$ cat src/rtl/quad_and2_gate_if.sv
// Signal bundle for the quad 2-input AND package: gate inputs, combinational
// outputs and the synchronous observation outputs.
interface quad_and2_gate_if #(
    parameter int CNT_W = 16
);
    logic             A1;
    logic             B1;
    logic             A2;
    logic             B2;
    logic             A3;
    logic             B3;
    logic             A4;
    logic             B4;
    logic             Y1;
    logic             Y2;
    logic             Y3;
    logic             Y4;
    logic [3:0]       y_q;
    logic [3:0]       rise;
    logic [CNT_W-1:0] act_cnt;

    modport master (
        output A1, B1, A2, B2, A3, B3, A4, B4,
        input  Y1, Y2, Y3, Y4, y_q, rise, act_cnt
    );

    modport slave (
        input  A1, B1, A2, B2, A3, B3, A4, B4,
        output Y1, Y2, Y3, Y4, y_q, rise, act_cnt
    );
endinterface

$ cat src/rtl/quad_and2_gate.sv
// 74x08 quad AND model: four zero-latency gates plus a registered copy,
// per-gate rising-edge flags and a saturating rising-edge counter.
module quad_and2_gate #(
    parameter int CNT_W = 16
) (
    input  logic                 clk,
    input  logic                 rst_n,
    quad_and2_gate_if.slave      bus
);
    logic [3:0]       a_vec;
    logic [3:0]       b_vec;
    logic [3:0]       y_comb;
    logic [3:0]       yreg_q;
    logic [3:0]       yreg_d;
    logic [3:0]       rise_q;
    logic [3:0]       rise_d;
    logic [CNT_W-1:0] cnt_q;
    logic [CNT_W-1:0] cnt_d;
    logic [2:0]       pop;
    logic [CNT_W:0]   sum;

    localparam logic [CNT_W-1:0] SAT_MAX = {CNT_W{1'b1}};

    assign a_vec = {bus.A4, bus.A3, bus.A2, bus.A1};
    assign b_vec = {bus.B4, bus.B3, bus.B2, bus.B1};

    // Plain AND keeps the 0&X=0 / 1&X=X behaviour of the physical part.
    generate
        for (genvar gi = 0; gi < 4; gi++) begin : g_gate
            assign y_comb[gi] = a_vec[gi] & b_vec[gi];
            assign rise_d[gi] = y_comb[gi] & ~yreg_q[gi];
        end
    endgenerate

    assign yreg_d = y_comb;

    always_comb begin
        pop = 3'd0;
        for (int i = 0; i < 4; i++) begin
            pop = pop + {2'b00, rise_d[i]};
        end
        sum   = {1'b0, cnt_q} + (CNT_W + 1)'(pop);
        cnt_d = (sum > {1'b0, SAT_MAX}) ? SAT_MAX : sum[CNT_W-1:0];
    end

    always_ff @(posedge clk) begin
        if (!rst_n) begin
            yreg_q <= 4'd0;
            rise_q <= 4'd0;
            cnt_q  <= '0;
        end else begin
            yreg_q <= yreg_d;
            rise_q <= rise_d;
            cnt_q  <= cnt_d;
        end
    end

    assign bus.Y1      = y_comb[0];
    assign bus.Y2      = y_comb[1];
    assign bus.Y3      = y_comb[2];
    assign bus.Y4      = y_comb[3];
    assign bus.y_q     = yreg_q;
    assign bus.rise    = rise_q;
    assign bus.act_cnt = cnt_q;
endmodule

$ cat src/flat_wrapper.sv
// flat-port wrapper written by rule: the top's interface ports become plain ports
module quad_and2_gate_flat 
#(
    parameter int CNT_W = 16
)
  (clk, rst_n, bus_A1, bus_B1, bus_A2, bus_B2, bus_A3, bus_B3, bus_A4, bus_B4, bus_Y1, bus_Y2, bus_Y3, bus_Y4, bus_y_q, bus_rise, bus_act_cnt);
  quad_and2_gate_if #(.CNT_W(CNT_W)) bus_i ();
  input  logic clk;
  input  logic rst_n;
  input wire logic [$bits(bus_i.A1)-1:0] bus_A1;
  input wire logic [$bits(bus_i.B1)-1:0] bus_B1;
  input wire logic [$bits(bus_i.A2)-1:0] bus_A2;
  input wire logic [$bits(bus_i.B2)-1:0] bus_B2;
  input wire logic [$bits(bus_i.A3)-1:0] bus_A3;
  input wire logic [$bits(bus_i.B3)-1:0] bus_B3;
  input wire logic [$bits(bus_i.A4)-1:0] bus_A4;
  input wire logic [$bits(bus_i.B4)-1:0] bus_B4;
  output wire logic [$bits(bus_i.Y1)-1:0] bus_Y1;
  output wire logic [$bits(bus_i.Y2)-1:0] bus_Y2;
  output wire logic [$bits(bus_i.Y3)-1:0] bus_Y3;
  output wire logic [$bits(bus_i.Y4)-1:0] bus_Y4;
  output wire logic [$bits(bus_i.y_q)-1:0] bus_y_q;
  output wire logic [$bits(bus_i.rise)-1:0] bus_rise;
  output wire logic [$bits(bus_i.act_cnt)-1:0] bus_act_cnt;
  assign bus_i.A1 = bus_A1;
  assign bus_i.B1 = bus_B1;
  assign bus_i.A2 = bus_A2;
  assign bus_i.B2 = bus_B2;
  assign bus_i.A3 = bus_A3;
  assign bus_i.B3 = bus_B3;
  assign bus_i.A4 = bus_A4;
  assign bus_i.B4 = bus_B4;
  assign bus_Y1 = bus_i.Y1;
  assign bus_Y2 = bus_i.Y2;
  assign bus_Y3 = bus_i.Y3;
  assign bus_Y4 = bus_i.Y4;
  assign bus_y_q = bus_i.y_q;
  assign bus_rise = bus_i.rise;
  assign bus_act_cnt = bus_i.act_cnt;
  quad_and2_gate #(.CNT_W(CNT_W)) u_core (.clk(clk), .rst_n(rst_n), .bus(bus_i));
endmodule
$ cat config.mk
export PLATFORM = sky130hd
export DESIGN_NAME = quad_and2_gate_flat
export DESIGN_NICKNAME = d
export VERILOG_FILES = /design/src/rtl/quad_and2_gate_if.sv /design/src/rtl/quad_and2_gate.sv /design/src/flat_wrapper.sv
export SDC_FILE = /design/constraint.sdc
export NUM_CORES = 1
export LEC_CHECK = 0
export ABC_AREA = 1
export CAP_MARGIN = 40
export CORE_UTILIZATION = 46
export DETAILED_ROUTE_END_ITERATION = 10
export PLACE_DENSITY = 0.83
export SYNTH_ARGS = -nofsm -noshare
export SYNTH_HDL_FRONTEND = slang
export SYNTH_SLANG_ARGS = --single-unit
$ cat constraint.sdc
create_clock -name clk -period 3.5 [get_ports clk]
set_input_delay 0.875 -clock clk [delete_from_list [all_inputs] [get_ports clk]]
set_output_delay 0.875 -clock clk [all_outputs]
set_load 0.1 [all_outputs]
Word level (Yosys, flattened, before mapping)
Index checks and enable logic that the tools add are counted.
{"block": "classes", "add_sub_neg": 4, "magnitude_cmp": 1, "n_mux": 1, "bitwise": 12}
{"cell": "$add A16 B3 Y17", "n": 1}
{"cell": "$gt A17 B16 Y1 const B", "n": 1}
{"cell": "$mux W16", "n": 1}
{"cell": "$and A1 B1 Y1", "n": 8}
{"cell": "$add A3 B1 Y3", "n": 2}
{"cell": "$not A1 Y1", "n": 4}
{"cell": "$add A1 B1 Y2", "n": 1}
{"block": "totals", "ff_bits": 24, "in_bits": 10, "output_inout_bits": 28, "wordCells": 21}

Logic depth before layout (Yosys ltp)
Gate-level depths: netlist of the first run.
{"block": "depth", "ltp_word": 8, "mapped_depth": 17, "depth_no_buf": 16}

Least setup slack after synthesis of the first run
Ideal clock, no wire load.
{"block": "synth_timing", "kind": "reg-to-reg", "from": "register u_core.yreg_q[1], in the netlist u_core.bus.y_q[1]", "to": "register u_core.cnt_q[13], in the netlist u_core.bus.act_cnt[13]", "setup_time_ps": 68, "t_arrival_ps": 3322, "t_required_ps": 3432, "path_slack_ps": 110, "path_stages_with_launch": 17, "path_buffers": 1, "synth_period_minus_slack_ps": 3390, "cell_sequence": "dfxtp_1 -> nor2_1 -> ha_1 -> inv_1 -> fa_1 -> inv_1 -> ha_1 -> inv_1 -> fa_1 -> inv_1 -> nand3_1 -> nand2_2 -> nand3_4 -> nor2_4 -> nand2_4 -> buf_6 -> a21oi_2"}
{"block": "synth_via", "elab_chain_cells": 8}
{"element": "start, declared", "line": "quad_and2_gate.sv:13", "rtl": "logic [3:0] yreg_q;"}
{"element": "start signal, assigned", "line": "quad_and2_gate.sv:52", "rtl": "yreg_q <= yreg_d;"}
{"element": "$not A1 Y1 *", "line": "quad_and2_gate.sv:31", "rtl": "assign rise_d[gi] = y_comb[gi] & ~yreg_q[gi];"}
{"element": "$and A1 B1 Y1 *", "line": "quad_and2_gate.sv:31"}
{"element": "net u_core.rise_d[1]", "line": "quad_and2_gate.sv:16", "rtl": "logic [3:0] rise_d;"}
{"element": "$add A1 B1 Y2 *", "line": "quad_and2_gate.sv:40", "rtl": "pop = pop + {2'b00, rise_d[i]};"}
{"element": "$add A3 B1 Y3 * (2 in a row)", "line": "quad_and2_gate.sv:40"}
{"element": "$add A16 B3 Y17 *", "line": "quad_and2_gate.sv:42", "rtl": "sum = {1'b0, cnt_q} + (CNT_W + 1)'(pop);"}
{"element": "$gt A17 B16 Y1", "line": "quad_and2_gate.sv:43", "rtl": "cnt_d = (sum > {1'b0, SAT_MAX}) ? SAT_MAX : sum[CNT_W-1:0];"}
{"element": "$mux W16 *", "line": "quad_and2_gate.sv:43"}
{"element": "end signal, assigned", "line": "quad_and2_gate.sv:54", "rtl": "cnt_q <= cnt_d;"}
{"element": "end, declared", "line": "quad_and2_gate.sv:17", "rtl": "logic [CNT_W-1:0] cnt_q;"}
The timed path passes the listed nets; every way through them passes the cells marked *.
A chain may end at the register's enable or synchronous reset.

Worst setup path in the final report of the first run
{"block": "layout_timing", "from": "input port bus_A3", "to": "register u_core.cnt_q[4], in the netlist u_core.bus.act_cnt[4]"}
{"block": "layout_via", "elab_chain_cells": 7}
{"element": "start, declared", "line": "flat_wrapper.sv:14", "rtl": "input wire logic [$bits(bus_i.A3)-1:0] bus_A3;"}
{"element": "$and A1 B1 Y1 *", "line": "quad_and2_gate.sv:30", "rtl": "assign y_comb[gi] = a_vec[gi] & b_vec[gi];"}
{"element": "$and A1 B1 Y1 *", "line": "quad_and2_gate.sv:31"}
{"element": "$add A3 B1 Y3 * (2 in a row)", "line": "quad_and2_gate.sv:40"}
{"element": "$add A16 B3 Y17 *", "line": "quad_and2_gate.sv:42"}
{"element": "$gt A17 B16 Y1", "line": "quad_and2_gate.sv:43"}
{"element": "$mux W16 *", "line": "quad_and2_gate.sv:43"}
Every way passes the cells marked *; elsewhere a longest branch is shown, timed or not.

==> results.toml, run 1 <==
[worst_setup_path]
cp_max_fo = 7
start_kind = "input port"
crit_type = "in -> reg"
arrival_ns = 3.67
endpoint_kind = "register"
required_ns = 3.77

[clocking]
insertion_delay_ns = 0.33
cts.sinks = 24
cts_tree = "yes"
cts_made_buffers = 3
cts.clk_slew.worst_paths_ns = 0.14
root_buffer = "clkbuf_4"
htreeDepth = 1
clockBufferDepth = 2

[die]
start_util_pct = 50.4
die-area_um2 = 3030
num_rows = 18
die_x_um = 55.0
die_h_um = 55.0
design.core.area_um2 = 2570
ios = 38

[pwr]
power_density_nw_per_um2 = 403
p_leak_nw = 0.862
max-vdd-ir-drop_mv = 0.426
finalPower_mw = 0.745

[global_routing]
grt-ovfl-total = 0
antenna_found_initial = 0
grt_pass1_vias = 1258
grt_pass1_wl_um = 5100
grt_start_max_net_pins = 24
track_usage_pct = 23.7

[sta]
max_freq_mhz = 294
slew_violations = 0
post-route-period-util_pct = 97.0
setup_viol = 0
slew-limit-headroom_pct = 30.8
finalHoldViolations = 0
worst_slew_pin_slew_ns = 1.04
timing.hold.ws_ns = 0.479
finalClockSkew_ns = 0.00303
post-route-min-period_ns = 3.40
grt_setup_unrepaired = "false"

[drt]
first_pass_iters = 4
drtIter0Drc = 34
num_vias = 1318
viasPerCell = 5.25
post-route-drc-count = 0
wl_per_cell_um = 13.8
finalWirelength_um = 3480
postRouteAntennaNets = 0

[synth]
ys_seq_elements = 24
synthCells = 171
synth-async-reset-ratio_pct = 0
synth.top_cell.area_share_pct = 37.1
postSynthAreaPerCell_um2 = 7.57
synth_edf_count = 0
synth_common_cells = "nand2_1 (42), inv_1 (25), dfxtp_1 (24), nor2_1 (21), a21oi_2 (10)"
ys_top_cells_by_area = "dfxtp_1 (37%), nand2_1 (12%), inv_1 (7.3%)"
ys_types = 25
syn_nets = 188
yosysWarnings = 0
ys_seq_area_share_pct = 37.1
synth_flop_cell = "dfxtp_1"
synth_most_common_cell = "nand2_1"
synth_area_um2 = 1290
synth.largest_area_cell = "dfxtp_1"

[final_layout]
nFillCells = 219
finalInstanceArea_um2 = 1850
nets = 239
num_antenna_cells = 0
multi_input_area_um2 = 768
final_util_pct = 72.1
register_area_um2 = 480
drive_above_1_share_pct = 34.8
syn2layout_area_growth_pct = 43.0
fin_cells = 251

[run_status]
status = "completed"

[placement]
place_hpwl_um = 2360
post_dp_cell_area_um2 = 1710
dpl.cell_count = 244
gp_congestion = 0.824
port_buffers = 37

[worst_hold_path]
hp-class = "reg -> reg"

[run]
cap_violations = 0
==> flip-flops by register name, indices dropped and copies added, names as in the netlist <==
| register | flops |
|---|---|
| u_core.bus.act_cnt | 16 |
| u_core.bus.rise | 4 |
| u_core.bus.y_q | 4 |
==> metrics by stage <==
step	TNS, ns	setup WS, ns
finish	0	0.103
global route	0	0.00399
CTS	0	0.000163
detailed placement	-4.68	-0.327
global placement	-2.96	-0.210
floorplan	0	0.110
==> cell usage in the layout, fill, tap and decap left out, types with 5 or more instances in the layout <==
master / n
dfxtp_1: 24
nor2_1: 21
nand3_1: 5
nand2_1: 41
a21oi_2: 15
clkdlybuf4s50_1: 5
xor2_1: 5
inv_1: 22
buf_4: 37
==> metal layers <==
| layer | track usage (%) | wire [µm] | up-vias |
|---|---|---|---|
| met1 | 24.3 | 1320 | 598 |
| met5 | 0 | 0 | - |
| met3 | 3.28 | 223 | 13 |
| li1 | - | - | 638 |
| met2 | 46.0 | 1790 | 69 |
| met4 | 11.7 | 143 | 0 |
==> final cells by class <==
type                       instances  area share [%]
clock buffer                       3            1.22
clock inverter                     1            1.62
multi-input combinational        120            41.5
tap                               30            2.03
timing repair buffer              48            22.6
sequential                        24            26.0
inverter                          25            5.07
==> path summary, 6_finish.rpt <==
check / to / slack [ns] / depth (start not counted) / start
min: u_core.bus.rise[1] / 0.48 / 1 / u_core.bus.y_q[1]
max reg2reg: u_core.bus.act_cnt[4] / 0.67 / 15 / u_core.bus.y_q[0]
min reg2reg: u_core.bus.rise[1] / 0.48 / 1 / u_core.bus.y_q[1]
max: u_core.bus.act_cnt[4] / 0.10 / 15 / bus_A3
==> report_power, final <==
part           leakage [nW]  switching (mW)  internal (mW)  total (mW)
combinational         0.639           0.169         0.0705       0.240
clock                0.0279          0.0937          0.116       0.210
sequential            0.195         0.00925          0.286       0.296
total                 0.862           0.272          0.473       0.745
==> timing repair <==
action	4_1_cts	5_1_grt
buffers inserted	0	2
hold buffers	0	0
hold endpoints to repair	0	0
resized for setup	2	19
pin swaps	0	11
endpoints found under the setup margin	1	16
cloned	0	1
==> critical path: stages <==
cell and delay, ns:
clkdlybuf4s50_1 0.45, nand2_1 0.06, or2_4 0.24, fa_1 0.46, inv_1 0.07, ha_2 0.17
inv_2 0.04, fa_2 0.38, inv_2 0.08, nand3_2 0.09, nand2_2 0.13, nand3_4 0.09
nor2_4 0.21, nand2_4 0.14, a21oi_2 0.16
==> kinds of logic after synthesis <==
family          Yosys count  share of synthesized area, %
simple gates             87                          31.5
buf+inv                  28                          8.70
flops                    24                          37.1
compound gates           19                          10.6
fa+ha+maj                 7                          7.93
xor+xnor                  6                          4.06
(Power assumes the default switching activity.)
==> run 2, diff against run 1 <==
- GPL_TIMING_DRIVEN: not set -> 0
- PLACE_DENSITY: 0.83 -> 0.76
==> results.toml, run 2 (synthesized netlist as in run 1, its figures left out) <==
[run_status]
status = "finished, violations left"
violations = "setup timing"

[die]
die-area_um2 = 3030
die_x_um = 55.0
ios = 38
start_util_pct = 50.4
design.core.area_um2 = 2570
num_rows = 18
die_h_um = 55.0

[final_layout]
largest_reg_flops = 16
layout_common_cells = "nand2_1 (39), clkdlybuf4s50_1 (33), buf_8 (28)"
num_antenna_cells = 0
drive_above_1_share_pct = 28.7
nets = 265
mostFrequentLayoutCell = "nand2_1"
syn2layout_area_growth_pct = 77.1
final_util_pct = 89.2

[global_routing]
grt_pass1_wl_um = 5840
track_usage_pct = 27.8
grt_start_max_net_pins = 15
grt-ovfl-total = 0
antenna_found_initial = 0
grt_pass1_vias = 1317

[worst_setup_path]
startpoint = "bus_B3"
required_ns = 3.71
critPathSlowestCell = "clkdlybuf4s50_1"
arrival_ns = 3.77
crit_type = "in -> reg"
endpoint_kind = "register"
critical_path.cell_chain = "clkdlybuf4s50_1 -> nand2_2 -> or2_4 -> fa_1 -> inv_1 -> ha_2 -> inv_2 -> fa_2 -> inv_2 -> nand3_2 -> a21oi_1 -> nand3_1 -> nand2_1 -> a21oi_2"
critPathTopFamily = "adder cells"
path_buf_inv = 4
crit_top_cell = "inv_2"
cp_max_fo = 3
reg2reg_from = "u_core.bus.y_q[0]"
start_kind = "input port"
slowest_delay_ns = 0.49

[drt]
post-route-drc-count = 0
viasPerCell = 5.19
finalWirelength_um = 4420
drtIter0Drc = 61
postRouteAntennaNets = 0
first_pass_iters = 5
wl_per_cell_um = 16.0
num_vias = 1438

[clocking]
clockBufferDepth = 2
cts.sinks = 24
hold_buffers = 0
cts_tree = "yes"
root_buffer = "clkbuf_4"
htreeDepth = 1
cts.clk_slew.worst_paths_ns = 0.15
cts_made_buffers = 3
insertion_delay_ns = 0.33

[worst_hold_path]
hold_path.startpoint = "u_core.bus.y_q[1]"
hp-class = "reg -> reg"

[placement]
gp_congestion = 0.881
port_buffers = 37
place_hpwl_um = 2740

[sta]
worst_slew_pin_slew_ns = 0.676
setup_viol = 1
slew_violations = 0
finalHoldViolations = 0
max_freq_mhz = 281
fin_ws_ns = -0.0533
slew-limit-headroom_pct = 54.9
tns_ns = -0.0533
post-route-period-util_pct = 102
finalClockSkew_ns = 0.00387
post-route-min-period_ns = 3.55

[pwr]
p_leak_nw = 1.01
max-vdd-ir-drop_mv = 0.413
power_density_nw_per_um2 = 347

[run]
cap_violations = 0
run 2: per-stage QoR:
stage | power [mW] | worst slack [ns] | area [µm²] | cells | hold slack [ns]
2_1_floorplan | 0.466 | 0.110 | 1290 | 171 | 0.948
3_3_place_gp | 0.515 | -0.376 | 1700 | 238 | 0.443
3_5_place_dp | 0.572 | -0.494 | 2120 | 266 | 0.461
4_1_cts | 0.778 | 0.00587 | 2220 | 272 | 0.470
5_1_grt | 0.813 | -0.195 | 2290 | 277 | 0.535
6_report | 0.794 | -0.0533 | 2290 | 277 | 0.514
run 2: final cells by class:
cell class,count,area (µm²)
Timing Repair Buffer,72,871
Buffer,3,27.5
Clock buffer,3,22.5
Fill cell,107,277
Inverter,25,93.8
Tap cell,30,37.5
Multi-Input combinational cell,119,728
Sequential cell,24,480
Clock inverter,1,30.0
run 2: layer usage:
layer / routed length [µm] / part of all wire [%] / global-route usage (%) / up-vias
li1: - / - / - / 684
met1: 1760 / 40 / 30.3 / 666
met2: 2290 / 52 / 50.6 / 72
met3: 264 / 6.0 / 8.20 / 16
met4: 105 / 2.4 / 9.58 / 0
met5: 0 / 0 / 0 / -
run 2: worst paths after layout:
kind	endpoint	slack (ns)	cells after the start
min reg2reg	u_core.bus.rise[1]	0.51	1
min	u_core.bus.rise[1]	0.51	1
max	u_core.bus.act_cnt[14]	-0.05	14
max reg2reg	u_core.bus.act_cnt[14]	0.50	14
run 2: where the power goes:
part / total, mW / switching, mW / internal, mW
logic: 0.289 / 0.181 / 0.107
clock network: 0.210 / 0.0938 / 0.116
registers: 0.296 / 0.00923 / 0.286
total: 0.794 / 0.284 / 0.510
run 2: repair_timing:
item                       CTS  global route
resized for setup            9            10
gates cloned                 0             1
setup endpoints to repair   15            15
buffers inserted             2             4
pin swaps                    3            10
run 2: worst reg2reg max path: stages, from the launching register on:
cell and delay [ns]:
dfxtp_1 0.42, nor2_2 0.06, ha_1 0.32, inv_2 0.07, fa_1 0.40, inv_1 0.06, ha_2 0.19, inv_2 0.05
fa_2 0.38, inv_2 0.08, nand3_2 0.07, a21oi_1 0.37, nand3_1 0.20, nand2_1 0.15, a21oi_2 0.06
==> run 3, diff against run 2 <==
- ABC_AREA: 1 -> not set
- CORE_UTILIZATION: 46 -> 44
- MAX_ROUTING_LAYER: not set -> met4
==> results.toml, run 3 <==
[run_status]
violations = "setup timing"
status = "finished, violations left"

[sta]
slew-limit-headroom_pct = 58.8
worst_slew_pin_slew_ns = 0.618
setup_viol = 1
max_freq_mhz = 280
finalHoldViolations = 0
finalClockSkew_ns = 0.0202
post-route-period-util_pct = 102
fin_ws_ns = -0.0652
post-route-min-period_ns = 3.57
slew_violations = 0

[final_layout]
nets = 222
largest_reg_flops = 16
num_antenna_cells = 0
layout_common_cells = "clkdlybuf4s50_1 (29), buf_8 (28), dfxtp_1 (22)"
mostFrequentLayoutCell = "clkdlybuf4s50_1"
syn2layout_area_growth_pct = 91.5
drive_above_1_share_pct = 35.3

[worst_setup_path]
crit_type = "in -> reg"
reg2reg_from = "u_core.bus.y_q[1]"
endpoint_kind = "register"
cp_max_fo = 3
required_ns = 3.74
arrival_ns = 3.81
start_kind = "input port"
startpoint = "bus_B1"
ff2ff_setup_slack_ns = 0.42

[drt]
viasPerCell = 5.84
drtIter0Drc = 62
first_pass_iters = 4
wl_per_cell_um = 19.2
postRouteAntennaNets = 0
num_vias = 1356
post-route-drc-count = 0
finalWirelength_um = 4470

[pwr]
pwr-share-clk_pct = 21.1
p_sw_share_pct = 38.2
finalPower_mw = 0.744
power_density_nw_per_um2 = 344
p_leak_nw = 0.914
p_sw_mw = 0.284
p_int_mw = 0.459
max-vdd-ir-drop_mv = 0.366
pwr-share-seq_pct = 39.9
comb_power_share_pct = 39.0

[synth]
syn_nets = 140
ys_types = 36
synth_area_um2 = 1130
postSynthAreaPerCell_um2 = 9.19
synth.largest_area_cell = "dfxtp_1"
synth-async-reset-ratio_pct = 0
synth.top_cell.area_share_pct = 42.5
ys_top_cells_by_area = "dfxtp_1 (43%), ha_1 (5.5%), a21oi_1 (4.9%)"
synth_flop_cell = "dfxtp_1"
ys_seq_area_share_pct = 42.5
synth_most_common_cell = "dfxtp_1"
synthCells = 123
yosysWarnings = 0
synth_common_cells = "dfxtp_1 (24), inv_1 (12), a21oi_1 (11), nand2_1 (10)"
synth_edf_count = 0
ys_seq_elements = 24

[die]
num_rows = 17
die_x_um = 52.7
design.core.area_um2 = 2320
die-area_um2 = 2770
die_h_um = 52.7
start_util_pct = 48.7
ios = 38

[clocking]
hold_buffers = 0
root_buffer = "clkbuf_4"
insertion_delay_ns = 0.34
cts.sinks = 24
cts_tree = "yes"
htreeDepth = 1
clockBufferDepth = 2
cts_made_buffers = 3
cts.clk_slew.worst_paths_ns = 0.15

[global_routing]
busiest_layer = "met2"
grt_pass1_wl_um = 5880
antenna_found_initial = 0
grt-ovfl-total = 0
grt_pass1_vias = 1291
grtUsageMet3_pct = 9.57
track_usage_pct = 30.7
use_met1_pct = 31.7
met2_usage_pct = 54.9
grt_start_max_net_pins = 14

[placement]
place_hpwl_um = 2620
gp_congestion = 0.804
port_buffers = 37
pre_cts_ws_ns = -0.587

[worst_hold_path]
hold_path.startpoint = "u_core.bus.y_q[1]"
hp-class = "reg -> reg"

[run]
cap_violations = 0
run 3: critical path: stages:
cell and delay (ns):
clkdlybuf4s15_1 0.21, nand2_2 0.10, nor2_2 0.04, ha_1 0.29
inv_2 0.05, fa_1 0.48, inv_1 0.08, ha_2 0.18
inv_2 0.04, fa_2 0.35, and2b_2 0.26, o211ai_4 0.09
or3_4 0.42, buf_4 0.16, a21oi_1 0.18
run 3: worst paths after layout:
path                                 to  cells past startpoint
setup / recovery  u_core.bus.act_cnt[0]                     15
hold / removal       u_core.bus.rise[1]                      1
setup reg to reg  u_core.bus.act_cnt[0]                     13
hold reg to reg      u_core.bus.rise[1]                      1
run 3: layout make-up:
type / count / area (µm²)
Buffer: 2 / 15.0
Clock buffer: 4 / 36.3
Fill cell: 69 / 155
Inverter: 13 / 48.8
Multi-Input combinational cell: 84 / 654
Sequential cell: 24 / 483
Tap cell: 28 / 35.0
Timing Repair Buffer: 77 / 891
run 3: kinds of logic after synthesis:
family                   after synthesis  synth area share (%)
AO/OA/AOI/OAI                         32                  19.6
adder cells (fa/ha/maj)                7                  9.08
buffers and inverters                 15                  5.65
XOR/XNOR                               6                  4.65
AND/OR/NAND/NOR                       39                  18.5
flip-flops                            24                  42.5
run 3: power by group through the flow:
stage / clock network [mW] / registers [mW] / logic [mW]
4_1_cts: 0.151 / 0.296 / 0.274
6_report: 0.157 / 0.297 / 0.290
3_5_place_dp: 0 / 0.301 / 0.264
2_1_floorplan: 0 / 0.393 / 0.0646
3_3_place_gp: 0 / 0.300 / 0.207
5_1_grt: 0.166 / 0.298 / 0.300
run 3: timing repair:
item                       in CTS  in global routing
setup buffers                   8                  3
gates resized for setup        11                 19
gates cloned                    1                  0
setup endpoints to repair      15                 15
pin swaps                      11                 12
run 3: stage by stage:
step                TNS, ns  hold slack [ns]  instances  instance area [µm²]  util (%)
CTS                       0            0.433        229                 2090      90.0
floorplan                 0            0.730        123                 1160         -
finish              -0.0652            0.442        232                 2160      93.3
global placement      -6.38            0.409        188                 1560      67.4
detailed placement    -7.87            0.423        216                 1980      85.5
global route         -0.761            0.459        232                 2160      93.3
run 3: metal layers:
metal | routed length, µm | up-vias | share of wire, %
li1 | - | 604 | -
met1 | 1730 | 659 | 39
met2 | 2310 | 79 | 52
met3 | 301 | 14 | 6.7
met4 | 123 | 0 | 2.8
met5 | 0 | - | 0
